### config.mk
export PLATFORM = sky130hd
export DESIGN_NAME = alu_seq
export DESIGN_NICKNAME = d
export VERILOG_FILES = /design/src/rtl/alu_seq.sv
export SDC_FILE = /design/constraint.sdc
export NUM_CORES = 1
export LEC_CHECK = 0
export ABC_AREA = 1
export BUFFER_PORTS_ARGS = -buffer_cell sky130_fd_sc_hd__buf_2
export CAP_MARGIN = 40
export CORE_ASPECT_RATIO = 0.9
export CORE_MARGIN = 2
export CORE_UTILIZATION = 50
export DETAILED_ROUTE_END_ITERATION = 6
export PLACE_DENSITY = 0.9
export SYNTH_ARGS = -nofsm -noshare
export SYNTH_HDL_FRONTEND = slang
export SYNTH_SLANG_ARGS = --single-unit
### constraint.sdc
create_clock -name clk_i -period 3 [get_ports clk_i]
set_input_delay 0.6 -clock clk_i [delete_from_list [all_inputs] [get_ports clk_i]]
set_output_delay 0.6 -clock clk_i [all_outputs]
set_load 0.01 [all_outputs]
### src/rtl/alu_seq.sv
// alu_seq: WIDTH-bit ALU with a valid/ready handshake and registered outputs.
// Single-cycle ops (AND, OR, ADD, SUB, SLT, NOR) land in DONE one cycle after
// accept. The optional shift-add multiplier is compiled in with the
// ALU_SEQ_MUL_EN macro; without it, opcode 1000 is reported as illegal.
//
// state | meaning
// ------+--------------------------------------------------------------
// IDLE  | ready for a request (in_ready=1, out_valid=0)
// BUSY  | multiply in progress, one shift-add step per cycle
// DONE  | result presented (out_valid=1), waits for out_ready
module alu_seq #(
    parameter int WIDTH = 32
) (
    input  logic             clk_i,
    input  logic             rst_n,
    input  logic             in_valid,
    output logic             in_ready,
    input  logic [WIDTH-1:0] src1,
    input  logic [WIDTH-1:0] src2,
    input  logic [3:0]       alu_ctrl,
    output logic             out_valid,
    input  logic             out_ready,
    output logic [WIDTH-1:0] result,
    output logic [WIDTH-1:0] hi,
    output logic             zero,
    output logic             cout,
    output logic             overflow,
    output logic             err
);

    localparam logic [3:0] OP_AND = 4'b0000;
    localparam logic [3:0] OP_OR  = 4'b0001;
    localparam logic [3:0] OP_ADD = 4'b0010;
    localparam logic [3:0] OP_SUB = 4'b0110;
    localparam logic [3:0] OP_SLT = 4'b0111;
    localparam logic [3:0] OP_NOR = 4'b1100;
`ifdef ALU_SEQ_MUL_EN
    localparam logic [3:0] OP_MUL = 4'b1000;
    localparam int         CW     = $clog2(WIDTH + 1);
`endif

    typedef enum logic [1:0] {
        ST_IDLE = 2'd0,
        ST_BUSY = 2'd1,
        ST_DONE = 2'd2
    } state_t;

    state_t state_q, state_d;

    logic             accept;
    logic             is_mul;
    logic             is_sub;
    logic [WIDTH-1:0] b_x;
    logic [WIDTH:0]   add_full;
    logic             c_into_msb;
    logic             add_ovf;

    logic [WIDTH-1:0] res_c;
    logic             cout_c;
    logic             ovf_c;
    logic             err_c;

    logic [WIDTH-1:0] result_q;
    logic             zero_q;
    logic             cout_q;
    logic             ovf_q;
    logic             err_q;

    assign accept = in_valid && (state_q == ST_IDLE);

`ifdef ALU_SEQ_MUL_EN
    logic [WIDTH-1:0]   mcand_q;
    logic [2*WIDTH-1:0] acc_q;
    logic [CW-1:0]      cnt_q;
    logic [WIDTH-1:0]   hi_q;
    logic [WIDTH:0]     mul_part;
    logic [2*WIDTH-1:0] acc_next;

    assign is_mul = (alu_ctrl == OP_MUL);

    // One shift-add step: conditionally add the multiplicand into the upper
    // half, then shift the whole accumulator right, retiring one multiplier bit.
    always_comb begin
        mul_part = {1'b0, acc_q[2*WIDTH-1:WIDTH]} + (acc_q[0] ? {1'b0, mcand_q} : '0);
        acc_next = {mul_part, acc_q[WIDTH-1:1]};
    end

    assign hi = hi_q;
`else
    assign is_mul = 1'b0;
    assign hi     = '0;
`endif

    // Shared adder: SUB and SLT reuse it as A + ~B + 1.
    always_comb begin
        is_sub     = (alu_ctrl == OP_SUB) || (alu_ctrl == OP_SLT);
        b_x        = is_sub ? ~src2 : src2;
        add_full   = {1'b0, src1} + {1'b0, b_x} + {{WIDTH{1'b0}}, is_sub};
        c_into_msb = src1[WIDTH-1] ^ b_x[WIDTH-1] ^ add_full[WIDTH-1];
        add_ovf    = c_into_msb ^ add_full[WIDTH];
    end

    // Single-cycle result selection; anything unrecognised flags err with a zero result.
    always_comb begin
        res_c  = '0;
        cout_c = 1'b0;
        ovf_c  = 1'b0;
        err_c  = 1'b0;
        case (alu_ctrl)
            OP_AND: res_c = src1 & src2;
            OP_OR:  res_c = src1 | src2;
            OP_NOR: res_c = ~(src1 | src2);
            OP_ADD, OP_SUB: begin
                res_c  = add_full[WIDTH-1:0];
                cout_c = add_full[WIDTH];
                ovf_c  = add_ovf;
            end
            OP_SLT: res_c = {{(WIDTH-1){1'b0}}, add_full[WIDTH-1] ^ add_ovf};
            default: err_c = 1'b1;
        endcase
    end

    // Next-state logic; a DONE cycle never accepts, even with out_ready high.
    always_comb begin
        state_d = state_q;
        case (state_q)
            ST_IDLE: begin
                if (accept) begin
                    state_d = is_mul ? ST_BUSY : ST_DONE;
                end
            end
            ST_BUSY: begin
`ifdef ALU_SEQ_MUL_EN
                if (cnt_q == '0) begin
                    state_d = ST_DONE;
                end
`else
                state_d = ST_IDLE;
`endif
            end
            ST_DONE: begin
                if (out_ready) begin
                    state_d = ST_IDLE;
                end
            end
            default: state_d = ST_IDLE;
        endcase
    end

    // State register with synchronous reset.
    always_ff @(posedge clk_i) begin
        if (!rst_n) begin
            state_q <= ST_IDLE;
        end else begin
            state_q <= state_d;
        end
    end

    // Output and multiplier registers; outputs only change when a new result lands.
    always_ff @(posedge clk_i) begin
        if (!rst_n) begin
            result_q <= '0;
            zero_q   <= 1'b0;
            cout_q   <= 1'b0;
            ovf_q    <= 1'b0;
            err_q    <= 1'b0;
`ifdef ALU_SEQ_MUL_EN
            hi_q     <= '0;
            mcand_q  <= '0;
            acc_q    <= '0;
            cnt_q    <= '0;
`endif
        end else begin
            if (accept && !is_mul) begin
                result_q <= res_c;
                zero_q   <= (res_c == '0);
                cout_q   <= cout_c;
                ovf_q    <= ovf_c;
                err_q    <= err_c;
`ifdef ALU_SEQ_MUL_EN
                hi_q     <= '0;
`endif
            end
`ifdef ALU_SEQ_MUL_EN
            if (accept && is_mul) begin
                mcand_q <= src1;
                acc_q   <= {{WIDTH{1'b0}}, src2};
                cnt_q   <= CW'(WIDTH);
            end
            if (state_q == ST_BUSY) begin
                if (cnt_q != '0) begin
                    acc_q <= acc_next;
                    cnt_q <= cnt_q - 1'b1;
                end else begin
                    result_q <= acc_q[WIDTH-1:0];
                    hi_q     <= acc_q[2*WIDTH-1:WIDTH];
                    zero_q   <= (acc_q[WIDTH-1:0] == '0);
                    cout_q   <= 1'b0;
                    ovf_q    <= |acc_q[2*WIDTH-1:WIDTH];
                    err_q    <= 1'b0;
                end
            end
`endif
        end
    end

    assign in_ready  = (state_q == ST_IDLE);
    assign out_valid = (state_q == ST_DONE);
    assign result    = result_q;
    assign zero      = zero_q;
    assign cout      = cout_q;
    assign overflow  = ovf_q;
    assign err       = err_q;

endmodule
==> flow_metrics.env <==
export IMPL_max_freq_ghz=0.327
export IMPL_fin_worst_skew_ps=5.12
export IMPL_hold_path_class="flip-flop to flip-flop"
export IMPL_final_cells=1267
export IMPL_dp_slack_ps=-360
export IMPL_final_common_cell="nand2_1"
export IMPL_cts_buffers=5
export IMPL_cts_tree="built"
export IMPL_slew_limit_headroom_pct=53.4
export IMPL_clkPwrFrac_pct=21.6
export IMPL_reg2reg_to="result[11]"
export IMPL_first_iter_violations=537
export IMPL_r2r_cells=7
export IMPL_crit_fanout=15
export IMPL_die_w_um=112
export IMPL_place_inst=1254
export IMPL_initial_core_util_pct=51.4
export IMPL_routed_wirelength_um=17300
export IMPL_die_h_um=102
export IMPL_path_class="input port to flip-flop"
export IMPL_die_area_mm2=0.0114
export IMPL_grt_remaining_overflow=0
export IMPL_holdPathEnd="cout"
export IMPL_synthMuxAreaShare_pct=0
export IMPL_rsz0062_at_grt="yes"
export IMPL_intPower_w=0.00136
export IMPL_cts_root_buffer="clkbuf_16"
export IMPL_synth_adder_area_share_pct=8.42
export IMPL_seq_area_um2=741
export IMPL_syn_cell_area_mm2=0.00529
export IMPL_cp_required_ps=3200
export IMPL_detail_route_antenna_nets=0
export IMPL_synth_compound_area_share_pct=16.4
export IMPL_antenna_found_initial=0
export IMPL_synth_xor_area_share_pct=5.46
export IMPL_synthDistinctLibCells=42
export IMPL_viasPerCell=5.20
export IMPL_nets=1244
export IMPL_reg2reg_from="state_q[1]"
export IMPL_finalMaxSlewViolations=0
export IMPL_wl_per_cell_um=13.7
export IMPL_seqPwrFrac_pct=23.7
export IMPL_synth_top_area_cell="nand2_1"
export IMPL_worst_ep_arrival_time_ps=3270
export IMPL_core_area_mm2=0.0103
export IMPL_synthTopCellsByArea="nand2_1, dfxtp_1, nor2_1"
export IMPL_syn2layout_area_growth_pct=27.8
export IMPL_layout_common_cells="nand2_1, inv_1, nor2_1"
export IMPL_swShare_pct=41.2
export IMPL_min_period_ps=3060
export IMPL_status="finished, violations left"
export IMPL_dpl_instance_area_mm2=0.00648
export IMPL_vdd_drop_max_uv=405
export IMPL_path_clk_slew_ps=60
export IMPL_vias=6589
export IMPL_switching_power_w=0.000953
export IMPL_hold_path_cell_count=2
export IMPL_num_rows=35
export IMPL_synth_edf_count=0
export IMPL_port_buffers=109
export IMPL_power_frac_comb_pct=54.7
export IMPL_worstMarginPinSlew_ps=698
export IMPL_clockBufferDepth=2
export IMPL_synth_avg_cell_area_um2=5.57
export IMPL_synth_top_family_by_area="simple AND/OR/NAND/NOR gates"
export IMPL_synth_seq_cells=37
export IMPL_drc=0
export IMPL_yosys_area_share_simple_pct=39.6
export IMPL_hold_buffers=0
export IMPL_p_leak_nw=3.85
export IMPL_grt_pass1_vias=5905
export IMPL_yosysSeqAreaShare_pct=14.0
export IMPL_final_area_mm2=0.00676
export IMPL_grt_pass1_wl_um=27400
export IMPL_fillers=947
export IMPL_fin_ws_ps=-61.5
export IMPL_drt_first_pass_iters=5
export IMPL_power_density_mw_per_mm2=342
export IMPL_insertion_delay_ps=280
export IMPL_post_synth_inst_count=951
export IMPL_cp_start_kind="input port"
export IMPL_fin_util_pct=65.7
export IMPL_diodes=0
export IMPL_ys_async_sr_fraction_pct=0
export IMPL_hold_viol=0
export IMPL_timing_hold_worst_start="cout"
export IMPL_r2r_slack_ps=1470
export IMPL_drive_above_1_share_pct=22.1
export IMPL_multi_input_area_mm2=0.00390
export IMPL_ios=142
export IMPL_grt_util_all_layers_pct=29.3
export IMPL_violations="setup timing"
export IMPL_grt_max_degree=37
export IMPL_place_congestion=1.04
export IMPL_yosys_most_used_dff="dfxtp_1"
export IMPL_setup_violations=1
export IMPL_drv_cap=0
export IMPL_clkSinkCount=37
export IMPL_finalCritPeriodShare_pct=102
export IMPL_synth_top_area_share_pct=17.9
export IMPL_endpoint_kind="flip-flop"
export IMPL_htree_levels=2
export IMPL_ys_warn_count=0
export IMPL_dp_hpwl_um=13700
==> how the worst max path moves through the flow <==
stage / startpoint / cells past startpoint / to
2_1_floorplan: alu_ctrl[3] / 20 / zero
3_3_place_gp: alu_ctrl[3] / 24 / zero
3_5_place_dp: alu_ctrl[3] / 20 / zero
4_1_cts: alu_ctrl[3] / 20 / zero
5_1_grt: alu_ctrl[3] / 23 / zero
6_report: alu_ctrl[3] / 21 / zero
==> cells in the mapped netlist (2+ instances only) <==
| cell | n |
|---|---|
| inv_2 | 3 |
| inv_1 | 132 |
| o21bai_1 | 6 |
| o21ai_1 | 2 |
| nor2_2 | 2 |
| buf_1 | 4 |
| xnor2_1 | 26 |
| nand4_1 | 9 |
| nand3b_1 | 11 |
| or2_2 | 2 |
| nand3_1 | 63 |
| o2111ai_1 | 2 |
| xor2_1 | 7 |
| a221oi_1 | 2 |
| nor3_1 | 12 |
| clkbuf_1 | 13 |
| dfxtp_1 | 37 |
| nor2_1 | 136 |
| nand2_2 | 7 |
| ha_1 | 34 |
| o211ai_1 | 9 |
| o21ai_0 | 62 |
| a21oi_1 | 37 |
| a31oi_1 | 26 |
| nand2_1 | 253 |
| buf_4 | 34 |
| buf_2 | 5 |
==> cells by family (layout without fill, tap and decap cells) <==
group | count (synthesis) | in the layout
simple gates | 502 | 502
buf+inv | 191 | 347
compound gates | 152 | 152
flops | 37 | 37
fa+ha+maj | 35 | 35
xor+xnor | 33 | 33
other cells | 1 | 32
==> worst max-delay path: stages <==
cell	delay (ps)
buf_2	110
inv_2	70
nand3_4	130
buf_12	200
xnor2_1	130
ha_1	360
nand2_1	110
buf_4	150
nor2_1	130
nand2_1	80
nor4_1	170
nand2_1	150
nand2_1	80
nand2_1	60
nand3_1	70
nand2_1	70
nor2_1	110
nand4_1	140
nor2_1	110
nand4_1	80
a21oi_1	150
==> area by class of cell <==
class                   count  share of cell area, %
repair buffers            204                   19.4
multi-input cells         754                   57.7
flip-flops and latches     37                   11.0
clock buffers               6                   1.91
inverters                 135                   7.49
well taps                 129                   2.39
clock inverters             2                  0.148
==> metal layers <==
metal | global-route usage (%) | wire [um]
met5 | 0 | 0
met4 | 8.72 | 505
met3 | 3.41 | 1260
met2 | 50.7 | 7970
met1 | 38.6 | 7570
==> through the flow <==
step	setup TNS (ps)	total power, W	hold slack (ps)
2_1_floorplan	0	0.00131	490
3_3_place_gp	-935	0.00174	451
3_5_place_dp	-1640	0.00176	457
4_1_cts	-5.80	0.00226	466
5_1_grt	-416	0.00249	505
6_report	-61.5	0.00231	468
==> flip-flops by register name, indices dropped and copies added, names as in the netlist <==
name      count
err           1
result       32
zero          1
cout          1
state_q       1
overflow      1
==> what timing repair did <==
item	in CTS	in global routing
setup endpoints to repair	1	15
buffers inserted	0	4
pin swaps	0	2
gates resized for setup	5	25
gates cloned	0	1
==> power groups by stage <==
stage	registers (W)	clock network [W]	logic (W)
3_5_place_dp	0.000558	0	0.00120
3_3_place_gp	0.000557	0	0.00119
4_1_cts	0.000547	0.000505	0.00121
2_1_floorplan	0.000575	0	0.000731
6_report	0.000547	0.000500	0.00127
5_1_grt	0.000551	0.000531	0.00141
(Power assumes the default switching activity.)
